**src/rtl/imem_pkg.sv**
```systemverilog
// Shared encodings for the instruction-memory arbiter and its sibling arbiters.
// Holds the read-owner tags, the FSM state encoding and the default memory geometry.
package imem_pkg;

    localparam int DefInctWidth = 32;
    localparam int DefInctNum   = 1024;

    typedef enum logic [1:0] {
        OWN_NONE  = 2'd0,
        OWN_FETCH = 2'd1,
        OWN_LOAD  = 2'd2
    } owner_e;

    typedef enum logic [1:0] {
        S_IDLE  = 2'd0,
        S_FETCH = 2'd1,
        S_LOAD  = 2'd2
    } state_e;

endpackage

```
**src/rtl/imem_arbiter_if.sv**
```systemverilog
// Requester-side bus of the instruction-memory arbiter: CPU fetch port and loader port.
// master = requesters (CPU / loader), slave = the arbiter.
interface imem_arbiter_if
    import imem_pkg::*;
#(
    parameter int Width     = 32,
    parameter int InctWidth = DefInctWidth
);

    logic                 f_req;
    logic [Width-1:0]     f_addr;
    logic                 f_gnt;
    logic                 f_rvalid;
    logic [InctWidth-1:0] f_rdata;

    logic                 l_req;
    logic                 l_we;
    logic [Width-1:0]     l_addr;
    logic [InctWidth-1:0] l_wdata;
    logic                 l_gnt;
    logic                 l_rvalid;
    logic [InctWidth-1:0] l_rdata;

    modport master (
        output f_req, f_addr, l_req, l_we, l_addr, l_wdata,
        input  f_gnt, f_rvalid, f_rdata, l_gnt, l_rvalid, l_rdata
    );

    modport slave (
        input  f_req, f_addr, l_req, l_we, l_addr, l_wdata,
        output f_gnt, f_rvalid, f_rdata, l_gnt, l_rvalid, l_rdata
    );

endinterface

```
**src/rtl/imem_prio_sel.sv**
```systemverilog
// Two-requester winner select: the priority requester wins unless its burst count
// has reached MaxBurst while the alternate requester is waiting.
module imem_prio_sel #(
    parameter int MaxBurst = 4
) (
    input  logic       pri_req,
    input  logic       alt_req,
    input  logic [3:0] burst_cnt,
    output logic       pri_gnt,
    output logic       alt_gnt
);

    logic cap_hit;

    assign cap_hit = (burst_cnt == 4'(MaxBurst));
    assign pri_gnt = pri_req && !(alt_req && cap_hit);
    assign alt_gnt = alt_req && !pri_gnt;

endmodule

```
**src/rtl/imem_arbiter.sv**
```systemverilog
// imem_arbiter: shares one registered-read instruction memory between CPU fetch and the loader.
// Build option IMEM_ARB_ALIGN_CHECK_EN adds err_align and suppresses misaligned accesses.
module imem_arbiter
    import imem_pkg::*;
#(
    parameter int Width     = 32,
    parameter int InctWidth = DefInctWidth,
    parameter int InctNum   = DefInctNum,
    parameter int MaxBurst  = 4,
    localparam int AW       = $clog2(InctNum)
) (
    input  logic                 clk,
    input  logic                 rst_n,
    imem_arbiter_if.slave        bus,
    output logic                 mem_en,
    output logic                 mem_we,
    output logic [AW-1:0]        mem_addr,
    output logic [InctWidth-1:0] mem_wdata,
    input  logic [InctWidth-1:0] mem_rdata,
`ifdef IMEM_ARB_ALIGN_CHECK_EN
    output logic                 err_align,
`endif
    output logic                 err_range
);

    localparam logic [Width-3:0] Depth = (Width-2)'(InctNum);

    state_e               state_q, state_d;
    owner_e               rd_owner;
    logic                 rd_pend_q, rd_pend_d;
    logic                 rd_zero_q, rd_zero_d;
    logic [3:0]           burst_q, burst_d;
    logic                 f_win, l_win;
    logic                 f_oob, l_oob, f_mis, l_mis, f_bad, l_bad;
    logic [InctWidth-1:0] resp_data, f_hold_q, l_hold_q;

    imem_prio_sel #(.MaxBurst(MaxBurst)) u_prio_sel (
        .pri_req  (bus.l_req),
        .alt_req  (bus.f_req),
        .burst_cnt(burst_q),
        .pri_gnt  (l_win),
        .alt_gnt  (f_win)
    );

    assign f_oob = (bus.f_addr[Width-1:2] >= Depth);
    assign l_oob = (bus.l_addr[Width-1:2] >= Depth);
`ifdef IMEM_ARB_ALIGN_CHECK_EN
    assign f_mis = |bus.f_addr[1:0];
    assign l_mis = |bus.l_addr[1:0];
`else
    assign f_mis = 1'b0;
    assign l_mis = 1'b0;
`endif
    assign f_bad = f_oob | f_mis;
    assign l_bad = l_oob | l_mis;

    always_comb begin
        // NOTE: every signal gets a default first so no path through the block infers a latch.
        state_d   = S_IDLE;
        rd_pend_d = 1'b0;
        rd_zero_d = 1'b0;
        burst_d   = burst_q;
        bus.f_gnt = 1'b0;
        bus.l_gnt = 1'b0;
        mem_en    = 1'b0;
        mem_we    = 1'b0;
        mem_addr  = '0;
        mem_wdata = '0;
        if (l_win) begin
            state_d   = S_LOAD;
            bus.l_gnt = 1'b1;
            mem_en    = !l_bad;
            mem_we    = bus.l_we && !l_bad;
            mem_addr  = bus.l_addr[AW+1:2];
            mem_wdata = bus.l_wdata;
            rd_pend_d = !bus.l_we;
            rd_zero_d = l_bad;
        end else if (f_win) begin
            state_d   = S_FETCH;
            bus.f_gnt = 1'b1;
            mem_en    = !f_bad;
            mem_addr  = bus.f_addr[AW+1:2];
            rd_pend_d = 1'b1;
            rd_zero_d = f_bad;
        end
        // The cap only matters while fetch is actually waiting.
        if (!bus.f_req || f_win) begin
            burst_d = '0;
        end else if (l_win && burst_q != 4'(MaxBurst)) begin
            burst_d = burst_q + 4'd1;
        end
    end

    // The last winner plus a read-pending flag identifies who owns the response in flight.
    always_comb begin
        rd_owner = OWN_NONE;
        if (rd_pend_q) begin
            rd_owner = (state_q == S_FETCH) ? OWN_FETCH : OWN_LOAD;
        end
    end

    assign resp_data    = rd_zero_q ? '0 : mem_rdata;
    assign bus.f_rvalid = (rd_owner == OWN_FETCH);
    assign bus.l_rvalid = (rd_owner == OWN_LOAD);
    assign bus.f_rdata  = bus.f_rvalid ? resp_data : f_hold_q;
    assign bus.l_rdata  = bus.l_rvalid ? resp_data : l_hold_q;

    always_ff @(posedge clk or negedge rst_n) begin
        // NOTE: sequential state uses non-blocking assignments so every register samples pre-edge values.
        if (!rst_n) begin
            state_q   <= S_IDLE;
            rd_pend_q <= 1'b0;
            rd_zero_q <= 1'b0;
            burst_q   <= '0;
            f_hold_q  <= '0;
            l_hold_q  <= '0;
            err_range <= 1'b0;
        end else begin
            state_q   <= state_d;
            rd_pend_q <= rd_pend_d;
            rd_zero_q <= rd_zero_d;
            burst_q   <= burst_d;
            if (bus.f_rvalid) f_hold_q <= resp_data;
            if (bus.l_rvalid) l_hold_q <= resp_data;
            err_range <= err_range | (bus.f_gnt & f_oob) | (bus.l_gnt & l_oob);
        end
    end

`ifdef IMEM_ARB_ALIGN_CHECK_EN
    always_ff @(posedge clk or negedge rst_n) begin
        if (!rst_n) begin
            err_align <= 1'b0;
        end else begin
            err_align <= err_align | (bus.f_gnt & f_mis) | (bus.l_gnt & l_mis);
        end
    end
`endif

endmodule

```
**src/flat_wrapper.sv**
```systemverilog
// flat-port wrapper written by rule: the top's interface ports become plain ports
module imem_arbiter_flat import imem_pkg::*;
#(
    parameter int Width     = 32,
    parameter int InctWidth = DefInctWidth,
    parameter int InctNum   = DefInctNum,
    parameter int MaxBurst  = 4,
    localparam int AW       = $clog2(InctNum)
)
  (clk, rst_n, mem_en, mem_we, mem_addr, mem_wdata, mem_rdata, err_range, bus_f_req, bus_f_addr, bus_l_req, bus_l_we, bus_l_addr, bus_l_wdata, bus_f_gnt, bus_f_rvalid, bus_f_rdata, bus_l_gnt, bus_l_rvalid, bus_l_rdata);
  imem_arbiter_if #(.Width(Width), .InctWidth(InctWidth)) bus_i ();
  input  logic clk;
  input  logic rst_n;
  output logic mem_en;
  output logic mem_we;
  output logic [AW-1:0] mem_addr;
  output logic [InctWidth-1:0] mem_wdata;
  input  logic [InctWidth-1:0] mem_rdata;
  output logic err_range;
  input wire logic [$bits(bus_i.f_req)-1:0] bus_f_req;
  input wire logic [$bits(bus_i.f_addr)-1:0] bus_f_addr;
  input wire logic [$bits(bus_i.l_req)-1:0] bus_l_req;
  input wire logic [$bits(bus_i.l_we)-1:0] bus_l_we;
  input wire logic [$bits(bus_i.l_addr)-1:0] bus_l_addr;
  input wire logic [$bits(bus_i.l_wdata)-1:0] bus_l_wdata;
  output wire logic [$bits(bus_i.f_gnt)-1:0] bus_f_gnt;
  output wire logic [$bits(bus_i.f_rvalid)-1:0] bus_f_rvalid;
  output wire logic [$bits(bus_i.f_rdata)-1:0] bus_f_rdata;
  output wire logic [$bits(bus_i.l_gnt)-1:0] bus_l_gnt;
  output wire logic [$bits(bus_i.l_rvalid)-1:0] bus_l_rvalid;
  output wire logic [$bits(bus_i.l_rdata)-1:0] bus_l_rdata;
  assign bus_i.f_req = bus_f_req;
  assign bus_i.f_addr = bus_f_addr;
  assign bus_i.l_req = bus_l_req;
  assign bus_i.l_we = bus_l_we;
  assign bus_i.l_addr = bus_l_addr;
  assign bus_i.l_wdata = bus_l_wdata;
  assign bus_f_gnt = bus_i.f_gnt;
  assign bus_f_rvalid = bus_i.f_rvalid;
  assign bus_f_rdata = bus_i.f_rdata;
  assign bus_l_gnt = bus_i.l_gnt;
  assign bus_l_rvalid = bus_i.l_rvalid;
  assign bus_l_rdata = bus_i.l_rdata;
  imem_arbiter #(.Width(Width), .InctWidth(InctWidth), .InctNum(InctNum), .MaxBurst(MaxBurst)) u_core (.clk(clk), .rst_n(rst_n), .bus(bus_i), .mem_en(mem_en), .mem_we(mem_we), .mem_addr(mem_addr), .mem_wdata(mem_wdata), .mem_rdata(mem_rdata), .err_range(err_range));
endmodule
```
**config.mk**
```make
export PLATFORM = sky130hd
export DESIGN_NAME = imem_arbiter_flat
export DESIGN_NICKNAME = d
export VERILOG_FILES = /design/src/rtl/imem_pkg.sv /design/src/rtl/imem_arbiter_if.sv /design/src/rtl/imem_prio_sel.sv /design/src/rtl/imem_arbiter.sv /design/src/flat_wrapper.sv
export SDC_FILE = /design/constraint.sdc
export NUM_CORES = 1
export LEC_CHECK = 0
export BUFFER_PORTS_ARGS = -buffer_cell sky130_fd_sc_hd__buf_2
export CAP_MARGIN = 20
export CORE_ASPECT_RATIO = 0.8
export CORE_MARGIN = 1.5
export CORE_UTILIZATION = 40
export DETAILED_ROUTE_END_ITERATION = 8
export HOLD_SLACK_MARGIN = 0.12
export PLACE_DENSITY = 0.8
export SYNTH_ARGS = -nofsm -noshare
export SYNTH_HDL_FRONTEND = slang
export SYNTH_SLANG_ARGS = --single-unit
```
**constraint.sdc**
```tcl
create_clock -name clk -period 1.89 [get_ports clk]
set_input_delay 0.378 -clock clk [delete_from_list [all_inputs] [get_ports clk]]
set_output_delay 0.378 -clock clk [all_outputs]
set_load 0.03 [all_outputs]
```
==> qor.yml <==
global_routing:
  grt_use_total: 0.296
  antenna_found_initial: 1
  overflow: 0
  grt_start_max_net_pins: 42
  grt_pass1_wl_mm: 20.1
  grt_pass1_vias: 3895
timing:
  max_freq_ghz: 0.465
  clock_skew_ps: 15.9
  tightest_slew_ps: 604
  grt_setup_unrepaired: "yes"
  finalHoldViolations: 0
  finalCritPeriodShare: 1.14
  maxSlewViolCount: 0
  fin_ws_ps: -263
  period_minus_slack_ps: 2150
  setup_viol: 112
  hold_slack_ps: 243
  finalSetupTns_ps: -16290
  slew_headroom: 0.598
route:
  dr.pass1.iters: 5
  vias: 4401
  routed_wl_mm: 18.4
  drc: 0
  first_iter_violations: 346
  via_per_inst: 5.59
  routedWlPerCell_um: 23.4
  ant_nets: 0
critical_path:
  path_max_fanout: 9
  reg2reg_depth: 8
  cp.arrival_ps: 1770
  cp.required_ps: 1510
  path_class: "flop to output pin"
  cp-end-kind: "output pin"
  worstSetupStartpointType: "flop"
logic_synthesis:
  synth-seq-cells: 73
  synth_adder_area_share: 0.00755
  ys_top_cells_by_area: "dfrtp_1 (55%), nand2_1 (10%), o21ai_0 (9.7%)"
  synth_top_family_by_area: "simple AND/OR/NAND/NOR gates"
  synth.area.mux_share: 0
  syn_area_per_cell_um2: 9.03
  synth_warnings: 0
  netlist_area_mm2: 0.00331
  synth_top_area_share: 0.551
  yosys.area_share.xor_xnor: 0.00529
  ys_seq_area_frac: 0.551
  yosys.area.top_type: "dfrtp_1"
  synth_cells: 367
  syn_nets: 502
  synth_compound_area_frac: 0.107
  yosys.area_share.simple: 0.284
  ys_types: 26
floorplan:
  die_h_um: 84.4
  fp-row-count: 29
  die_area_mm2: 0.00884
  core_mm2: 0.00798
  initial_core_util: 0.415
  die_w_um: 105
  io_pins: 246
outcome:
  violations: "setup timing"
  outcome: "complete, but fails checks"
clock_tree:
  worst_skew_pair.late_latency_ps: 350
  cts_tree: "done"
  cts_buffers: 9
  cts-root-buf: "clkbuf_8"
  h-tree-depth: 3
  cts_max_path_buffers: 2
  path_clk_slew_ps: 70
  clock-sinks: 73
finish:
  fin_cells: 787
  fill_cells: 274
  drive_gt1_frac: 0.703
  nets: 809
  finalCoreUtilization: 0.906
  final_area_mm2: 0.00724
  area_delta_synth_final_pct: 118
  diodes: 0
place:
  hpwl_mm: 8.52
  place_area_mm2: 0.00472
  place_congestion: 0.925
  dpl.cell_count: 707
  io_buffers: 241
flow_run:
  maxCapViolCount: 0
pwr:
  leakage_nw: 3.79
  cellPowerDensity_mw_per_mm2: 812
  vdd_drop_max_mv: 0.471
worst_hold_path:
  worst_hold_path_type: "input pin to flop"
  hold-path-cell-count: 2
==> power by group <==
part	total [W]	leakage [nW]	internal (W)	switching (W)
combinational	0.00261	2.74	0.00113	0.00147
clock	0.00134	0.105	0.000717	0.000622
sequential	0.00193	0.947	0.00177	0.000159
==> Yosys cell counts <==
cell	number
o21ai_1	1
nand3_1	13
a21oi_1	1
ha_1	2
buf_4	1
inv_2	1
xnor2_1	1
nand3b_1	1
nor4_1	10
nor2_1	6
o21ai_0	64
nand2_4	1
nand2b_1	32
dfrtp_1	73
buf_2	9
clkbuf_1	15
inv_1	7
and3_1	34
a31o_2	1
o22ai_1	1
nor3_1	1
xor2_1	1
nand4b_4	1
nand2_1	88
o221ai_1	1
buf_6	1
==> critical path, cell delays in order (launching register included) <==
cell	delay, ps
dfrtp_1	420
nand3b_1	200
buf_8	190
buf_12	150
buf_16	150
nand2_2	80
o21ai_2	90
buf_6	160
==> placed cells by master, fill, tap and decap left out, drive strengths merged <==
| cell type | instances |
|---|---|
| clkinvlp | 2 |
| nand3b | 1 |
| o21ai | 65 |
| nor3 | 1 |
| inv | 8 |
| dlygate4sd3 | 1 |
| buf | 313 |
| ha | 2 |
| xor2 | 1 |
| clkinv | 1 |
| a31o | 1 |
| bufinv | 1 |
| xnor2 | 1 |
| and3 | 34 |
| nand2b | 32 |
| o221ai | 1 |
| clkbuf | 20 |
| a21oi | 1 |
| nor2 | 6 |
| nor4 | 10 |
| nand4b | 1 |
| nand3 | 13 |
| dfrtp | 73 |
| o22ai | 1 |
| nand2 | 89 |
==> per-layer routing <==
layer  vias to the layer above  GRT usage  share of wire
met3                        79     0.0823           0.10
li1                       1851          -              -
met4                         0      0.107          0.039
met2                       344      0.497           0.48
met1                      2127      0.368           0.38
met5                         -          0              0
==> cell type report <==
type	count	area, um^2	share of cell area
Timing Repair Buffer	322	2730	0.378
Clock buffer	12	165	0.0228
Sequential cell	73	1830	0.252
Tap cell	108	135	0.0187
Clock inverter	4	50.0	0.00692
Inverter	8	37.5	0.00519
Multi-Input combinational cell	260	2290	0.316
==> worst paths after layout <==
path / from / to / slack [ps]
max in group asynchronous: rst_n / u_core.f_hold_q[20]$_DFF_PN0_ / 560
worst max register to register: u_core.state_q[1]$_DFF_PN0_ / u_core.f_hold_q[11]$_DFF_PN0_ / 300
worst min register to register: u_core.err_range$_DFF_PN0_ / u_core.err_range$_DFF_PN0_ / 470
worst min-delay path: bus_l_we / u_core.rd_pend_q$_DFF_PN0_ / 240
worst max-delay path: u_core.state_q[1]$_DFF_PN0_ / bus_f_rdata[14] / -260
min in group asynchronous: rst_n / u_core.l_hold_q[18]$_DFF_PN0_ / 630
==> what timing repair did <==
| item | in CTS | in global routing |
|---|---|---|
| resized for setup | 283 | 167 |
| endpoints found under the hold margin | 21 | 0 |
| pin swaps | 18 | 45 |
| hold buffers | 1 | 0 |
| buffers inserted | 11 | 34 |
| cloned | 4 | 14 |
| setup endpoints to repair | 111 | 112 |
==> cell families after synthesis <==
family                     Yosys count
adders and majority gates            2
AOI/OAI and AO/OA                   69
DFF                                 73
xor gates and xnor gates             2
buffers and inverters               34
and+or+nand+nor                    187
==> registers in the layout (all words and copies together), names as in the netlist <==
| register | cells |
|---|---|
| u_core.l_hold_q | 32 |
| u_core.rd_zero_q | 1 |
| u_core.burst_q | 4 |
| u_core.err_range | 1 |
| u_core.f_hold_q | 32 |
| u_core.state_q | 2 |
| u_core.rd_pend_q | 1 |
==> per-stage QoR <==
step                      worst slack (ps)  total power (W)
after CTS                             -203          0.00513
after global placement                44.6          0.00325
after detailed placement             -18.7          0.00329
after global routing                  -324          0.00604
final                                 -263          0.00588
after floorplan                      -78.0          0.00273
Power figures use the tool's default switching activity.
